==> src/rtl/vppm_mean_window_ctrl.sv <==
// VPPM receiver mean-window sequencer.
// Skips a settling prefix of ADC strobes, decimates and sums the rest of the
// window, asks the shared divider for sum/NACC and publishes the saturated
// quotient as the slicer decision threshold.
module vppm_mean_window_ctrl #(
    parameter int NBITS1  = 16,
    parameter int NBITS2  = 12,
    parameter int N       = 96,
    parameter int DEC     = 2,
    parameter int HOLDOFF = 1024,
    parameter bit AUTO    = 1'b1,
    localparam int ACCW   = NBITS1 + NBITS2 + 1
) (
    input  logic                     clk,
    input  logic                     rst,
    input  logic                     start,
    input  logic                     sample_vld,
    input  logic signed [NBITS1-1:0] sample_in,
    output logic                     div_req,
    output logic signed [ACCW-1:0]   div_num,
    output logic        [ACCW-1:0]   div_den,
    input  logic                     div_ack,
    input  logic signed [ACCW-1:0]   div_quot,
    output logic signed [NBITS1-1:0] thr_out,
    output logic                     thr_vld,
    output logic                     busy,
    output logic        [NBITS2-1:0] win_cnt
);

    localparam int NACC = ((2 ** NBITS2) - N + DEC - 1) / DEC;
    localparam int PHW  = (DEC > 1) ? $clog2(DEC) : 1;
    localparam int HW   = $clog2(HOLDOFF + 1);

    localparam logic [2:0] S_IDLE     = 3'd0;
    localparam logic [2:0] S_SETTLE   = 3'd1;
    localparam logic [2:0] S_ACCUM    = 3'd2;
    localparam logic [2:0] S_DIV_WAIT = 3'd3;
    localparam logic [2:0] S_PUBLISH  = 3'd4;
    localparam logic [2:0] S_HOLD     = 3'd5;

    // With no settling prefix a window opens straight into accumulation.
    localparam logic [2:0]        S_FIRST     = (N == 0) ? S_ACCUM : S_SETTLE;
    localparam logic [NBITS2-1:0] SETTLE_LAST = (N > 0) ? NBITS2'(N - 1) : '0;
    localparam logic [NBITS2-1:0] CNT_MAX     = '1;

    // Saturation bounds of the NBITS1 signed threshold, expressed at ACCW.
    localparam logic signed [ACCW-1:0] QMAX = {{(ACCW-NBITS1+1){1'b0}}, {(NBITS1-1){1'b1}}};
    localparam logic signed [ACCW-1:0] QMIN = {{(ACCW-NBITS1+1){1'b1}}, {(NBITS1-1){1'b0}}};

    logic [2:0]               state_q, state_d;
    logic signed [ACCW-1:0]   acc_q,   acc_d;
    logic [NBITS2-1:0]        cnt_q,   cnt_d;
    logic [PHW-1:0]           ph_q,    ph_d;
    logic [HW-1:0]            hold_q,  hold_d;
    logic signed [NBITS1-1:0] lat_q,   lat_d;
    logic signed [NBITS1-1:0] thr_q,   thr_d;
    logic                     vld_q,   vld_d;

    logic signed [ACCW-1:0]   samp_ext;
    logic signed [NBITS1-1:0] quot_sat;

    assign samp_ext = {{(ACCW-NBITS1){sample_in[NBITS1-1]}}, sample_in};

    // Clamp the divider quotient into the threshold range.
    always_comb begin
        quot_sat = div_quot[NBITS1-1:0];
        if (div_quot > QMAX)
            quot_sat = {1'b0, {(NBITS1-1){1'b1}}};
        else if (div_quot < QMIN)
            quot_sat = {1'b1, {(NBITS1-1){1'b0}}};
    end

    // Next-state logic; start overrides everything and reopens the window.
    always_comb begin
        state_d = state_q;
        acc_d   = acc_q;
        cnt_d   = cnt_q;
        ph_d    = ph_q;
        hold_d  = hold_q;
        lat_d   = lat_q;
        thr_d   = thr_q;
        vld_d   = 1'b0;

        if (start) begin
            state_d = S_FIRST;
            acc_d   = '0;
            cnt_d   = '0;
            ph_d    = '0;
            hold_d  = '0;
        end else begin
            case (state_q)
                S_SETTLE: begin
                    if (sample_vld) begin
                        cnt_d = cnt_q + NBITS2'(1);
                        if (cnt_q == SETTLE_LAST)
                            state_d = S_ACCUM;
                    end
                end
                S_ACCUM: begin
                    if (sample_vld) begin
                        // Phase 0 lands on index N, so the first eligible sample is summed.
                        if (ph_q == '0)
                            acc_d = acc_q + samp_ext;
                        ph_d = (ph_q == PHW'(DEC - 1)) ? '0 : ph_q + PHW'(1);
                        // The index saturates at the last strobe rather than wrapping.
                        if (cnt_q == CNT_MAX)
                            state_d = S_DIV_WAIT;
                        else
                            cnt_d = cnt_q + NBITS2'(1);
                    end
                end
                S_DIV_WAIT: begin
                    if (div_ack) begin
                        lat_d   = quot_sat;
                        state_d = S_PUBLISH;
                    end
                end
                S_PUBLISH: begin
                    thr_d   = lat_q;
                    vld_d   = 1'b1;
                    hold_d  = '0;
                    state_d = AUTO ? S_HOLD : S_IDLE;
                end
                S_HOLD: begin
                    if (hold_q == HW'(HOLDOFF - 1)) begin
                        state_d = S_FIRST;
                        acc_d   = '0;
                        cnt_d   = '0;
                        ph_d    = '0;
                    end else begin
                        hold_d = hold_q + HW'(1);
                    end
                end
                default: ;
            endcase
        end
    end

    // State registers with synchronous reset.
    always_ff @(posedge clk) begin
        if (rst) begin
            state_q <= S_IDLE;
            acc_q   <= '0;
            cnt_q   <= '0;
            ph_q    <= '0;
            hold_q  <= '0;
            lat_q   <= '0;
            thr_q   <= '0;
            vld_q   <= 1'b0;
        end else begin
            state_q <= state_d;
            acc_q   <= acc_d;
            cnt_q   <= cnt_d;
            ph_q    <= ph_d;
            hold_q  <= hold_d;
            lat_q   <= lat_d;
            thr_q   <= thr_d;
            vld_q   <= vld_d;
        end
    end

    assign div_req = (state_q == S_DIV_WAIT);
    assign div_num = acc_q;
    assign div_den = ACCW'(NACC);
    assign thr_out = thr_q;
    assign thr_vld = vld_q;
    assign busy    = (state_q != S_IDLE);
    assign win_cnt = cnt_q;

endmodule

==> config.mk <==
export PLATFORM = sky130hd
export DESIGN_NAME = vppm_mean_window_ctrl
export DESIGN_NICKNAME = d
export VERILOG_FILES = /design/src/rtl/vppm_mean_window_ctrl.sv
export SDC_FILE = /design/constraint.sdc
export NUM_CORES = 1
export LEC_CHECK = 0
export CAP_MARGIN = 10
export CORE_MARGIN = 2
export CORE_UTILIZATION = 51
export CTS_BUF_LIST = sky130_fd_sc_hd__clkbuf_4
export CTS_CLUSTER_DIAMETER = 100
export DETAILED_ROUTE_END_ITERATION = 7
export GPL_ROUTABILITY_DRIVEN = 0
export HOLD_SLACK_MARGIN = 0.05
export MAX_ROUTING_LAYER = met4
export PLACE_DENSITY_LB_ADDON = 0.3
export SETUP_SLACK_MARGIN = 0.15
export SLEW_MARGIN = 20
export SYNTH_ARGS = -nofsm -noshare
export SYNTH_HDL_FRONTEND = slang
export SYNTH_SLANG_ARGS = --single-unit
==> constraint.sdc <==
create_clock -name clk -period 3.35 [get_ports clk]
set_clock_uncertainty 0.05 [all_clocks]
set_input_delay 0.8375 -clock clk [delete_from_list [all_inputs] [get_ports clk]]
set_output_delay 0.8375 -clock clk [all_outputs]
set_load 0.1 [all_outputs]
==> results by group <==
Synth
  – Largest family of logic cells by synthesized area: compound AO/OA/AOI/OAI gates
  – Post-synth EDFFs: 0
  – Post-synthesis mux area share: 0.7387%
  – Post-synthesis cell count: 690
  – Yosys warnings: 0
  – Synth unique cells: 68
  – Seq/Total Area, Yosys: 32.87%
  – Ys flop type: dfxtp_1
  – Ys async rst share: 0%
  – Yosys reg bits: 89
  – Post-Synth XOR/XNOR Area: 6.302%
  – Simple-gate area share of the yosys netlist: 22.44%
  – Compound-Gate Fraction of Synth Area: 22.67%
  – Synth Cell Area: 0.005420 mm2
  – Area share of fa/ha/maj cells after synthesis: 7.525%
  – Syn avg cell area: 7.855 um2

Clock tree
  – Hold-fix buffers at CTS: 0
  – Worst-skew pair later-pin latency: 0.47 ns
  – Root Driver: clkbuf_4
  – Bufs on Longest Clock Path: 2
  – H-tree levels: 3
  – Reg clk slew, reported paths: 0.17 ns
  – Total clock buffers created by CTS: 9
  – Clock sink count: 89
  – TritonCTS clock tree: built

Worst setup path
  – Worst setup path class: primary input to register
  – CP arrival: 3.46 ns
  – Critical path peak fanout: 2
  – Required time worst endpoint: 3.67 ns
  – CP endpoint kind: register
  – Crit path launch type: primary input

Timing
  – Final max-slew violation count: 0
  – Final worst-path cycle share: 93.63%
  – Setup violators final: 0
  – Fin Setup TNS: 0 ns
  – Slew @ Worst Pin: 0.6848 ns
  – RSZ-0062 raised after global routing: false
  – Minimum clock period: 3.137 ns
  – Slew headroom: 54.22%
  – Final Hold Fails: 0
  – Fmax: 318.8 MHz

Global route
  – First-pass GRT wire length: 22850 um
  – Initial antenna violation count: 1
  – Pin count of the biggest net entering global routing: 35
  – Gr ovfl total: 0
  – GRT Util Overall: 25.11%
  – Vias in the first global route: 5031

Routing
  – Via/cell ratio: 5.537
  – Drt pass-1 iters: 5
  – Vias: 5343
  – Antenna-violating nets left: 0
  – Iteration-0 DRC Markers: 252
  – Drc violations: 0
  – Routed WL: 14060 um
  – Wire per inst: 14.56 um

Job
  – Maxcap violations: 0

Die
  – Initial Util: 52.50%
  – Total number of placement rows: 37
  – Die Width: 107.1 um
  – Die Y: 107.1 um
  – Boundary Pins: 139
  – DIE AREA: 0.01147 mm2
  – Core area: 0.01032 mm2

Cells and area
  – Util after Layout: 65.98%
  – # nets final: 905
  – Fill cell count: 902
  – Most frequent cells in the layout: buf_4 (106), nand2_1 (103), dfxtp_1 (89)
  – Ratio of cells with drive above 1 in the final layout: 17.87%
  – Area delta synth->final: 25.67%
  – Most common cell after layout, fill and taps aside: buf_4

Hold path
  – Hold WC Path Type: register to register

Run status
  – Outcome: completed

Power and ir drop
  – Max VDD drop: 223.2 uV
  – Pint: 1433 uW
  – Flop pwr share: 49.8%
  – Leak: 0.002832 uW
  – PwrDens: 314.8 mW/mm2
  – Clk pwr share: 31.7%
  – Sw power: 711.8 uW
  – Comb power frac: 18.5%
  – Switching Share: 33.19%

Placed design
  – Port Buffers: 109
  – Post-DP HPWL: 10680 um
==> path summary, 6_finish.rpt <==
kind | start | end | slack [ns] | depth (start not counted)
worst max-delay path | sample_in[0] | div_num[22] | 0.21 | 13
worst min-delay path | lat_q[15] | thr_out[15] | 0.41 | 2
worst max register to register | div_num[0] | div_num[22] | 0.67 | 12
worst min register to register | lat_q[15] | thr_out[15] | 0.41 | 2
==> metrics by stage <==
stage | instance area (um2) | power, uW | hold slack, ns | setup WS (ns) | std cells
final | 6812 | 2145 | 0.4075 | 0.2133 | 965
after global routing | 6812 | 2234 | 0.4289 | 0.1626 | 965
after CTS | 6787 | 2159 | 0.4131 | 0.1805 | 963
after detailed placement | 6624 | 1483 | 0.3946 | -0.3456 | 947
after global placement | 6624 | 1477 | 0.3867 | -0.2489 | 947
after floorplan | 5527 | 1391 | 0.3822 | 0.3280 | 717
==> synth_stat cells, types with 5 or more instances <==
cell	n	area share, %
ha_1	31	7.2
o31ai_1	5	0.69
nand2_1	103	7.1
xnor2_1	25	4.0
o211ai_1	19	2.6
a21o_1	18	2.5
and3_1	6	0.69
dfxtp_1	89	33
xor2_1	14	2.3
nor2_1	71	4.9
nand3_1	25	2.3
buf_4	29	4.0
a21oi_1	74	6.8
nor3_1	8	0.74
buf_2	5	0.46
o21ai_0	29	2.7
clkbuf_1	23	1.6
o21a_1	6	0.83
a22oi_1	14	1.9
nand4_1	12	1.4
or3_1	5	0.58
inv_1	9	0.62
==> metal layers <==
metal	track usage, %	wire length (um)	vias up
met5	-	0	-
met4	9.369	273	0
met3	6.079	912	21
met2	41.73	7072	188
met1	29.43	5797	2481
li1	-	-	2653
==> power groups by stage <==
stage,sequential [uW],clock [uW],combinational (uW)
3_3_place_gp,1090,0,387
4_1_cts,1070,697,394
2_1_floorplan,1100,0,293
6_report,1070,679,398
3_5_place_dp,1090,0,393
5_1_grt,1070,746,419
==> worst max-delay path, cell delays in order <==
cell	delay (ns)
clkdlybuf4s50_1	0.40
ha_1	0.23
fa_2	0.38
a21oi_2	0.15
nand4b_1	0.14
buf_4	0.12
a21o_1	0.13
nand4_1	0.16
buf_4	0.20
a31oi_1	0.26
o31ai_1	0.12
xnor2_1	0.21
o21ai_0	0.11
==> state kept, by name, indices dropped and copies added (netlist names) <==
name / flops
thr_vld: 1
win_cnt: 12
thr_out: 16
ph_q: 1
hold_q: 11
state_q: 3
lat_q: 16
div_num: 29
==> area by class of cell <==
class	instances	area, um2	area share (%)
Multi-Input combinational cell	558	3371	49.49
Sequential cell	89	1782	26.16
Timing Repair Buffer	155	1286	18.88
Tap cell	136	170.2	2.498
Clock inverter	7	95.09	1.396
Clock buffer	9	67.56	0.9919
Inverter	10	37.54	0.5511
Antenna cell	1	2.502	0.03674
==> logic make-up after synthesis <==
| family | after synthesis |
|---|---|
| xor+xnor | 39 |
| other cells | 2 |
| compound gates | 195 |
| fa+ha+maj | 32 |
| mux | 4 |
| flops | 89 |
| simple gates | 259 |
| buf+inv | 70 |
==> timing repair <==
item | CTS | global route
endpoints found under the setup margin | 0 | 3
gates resized for setup | 0 | 3
setup buffers | 0 | 1
(Power assumes the default switching activity.)
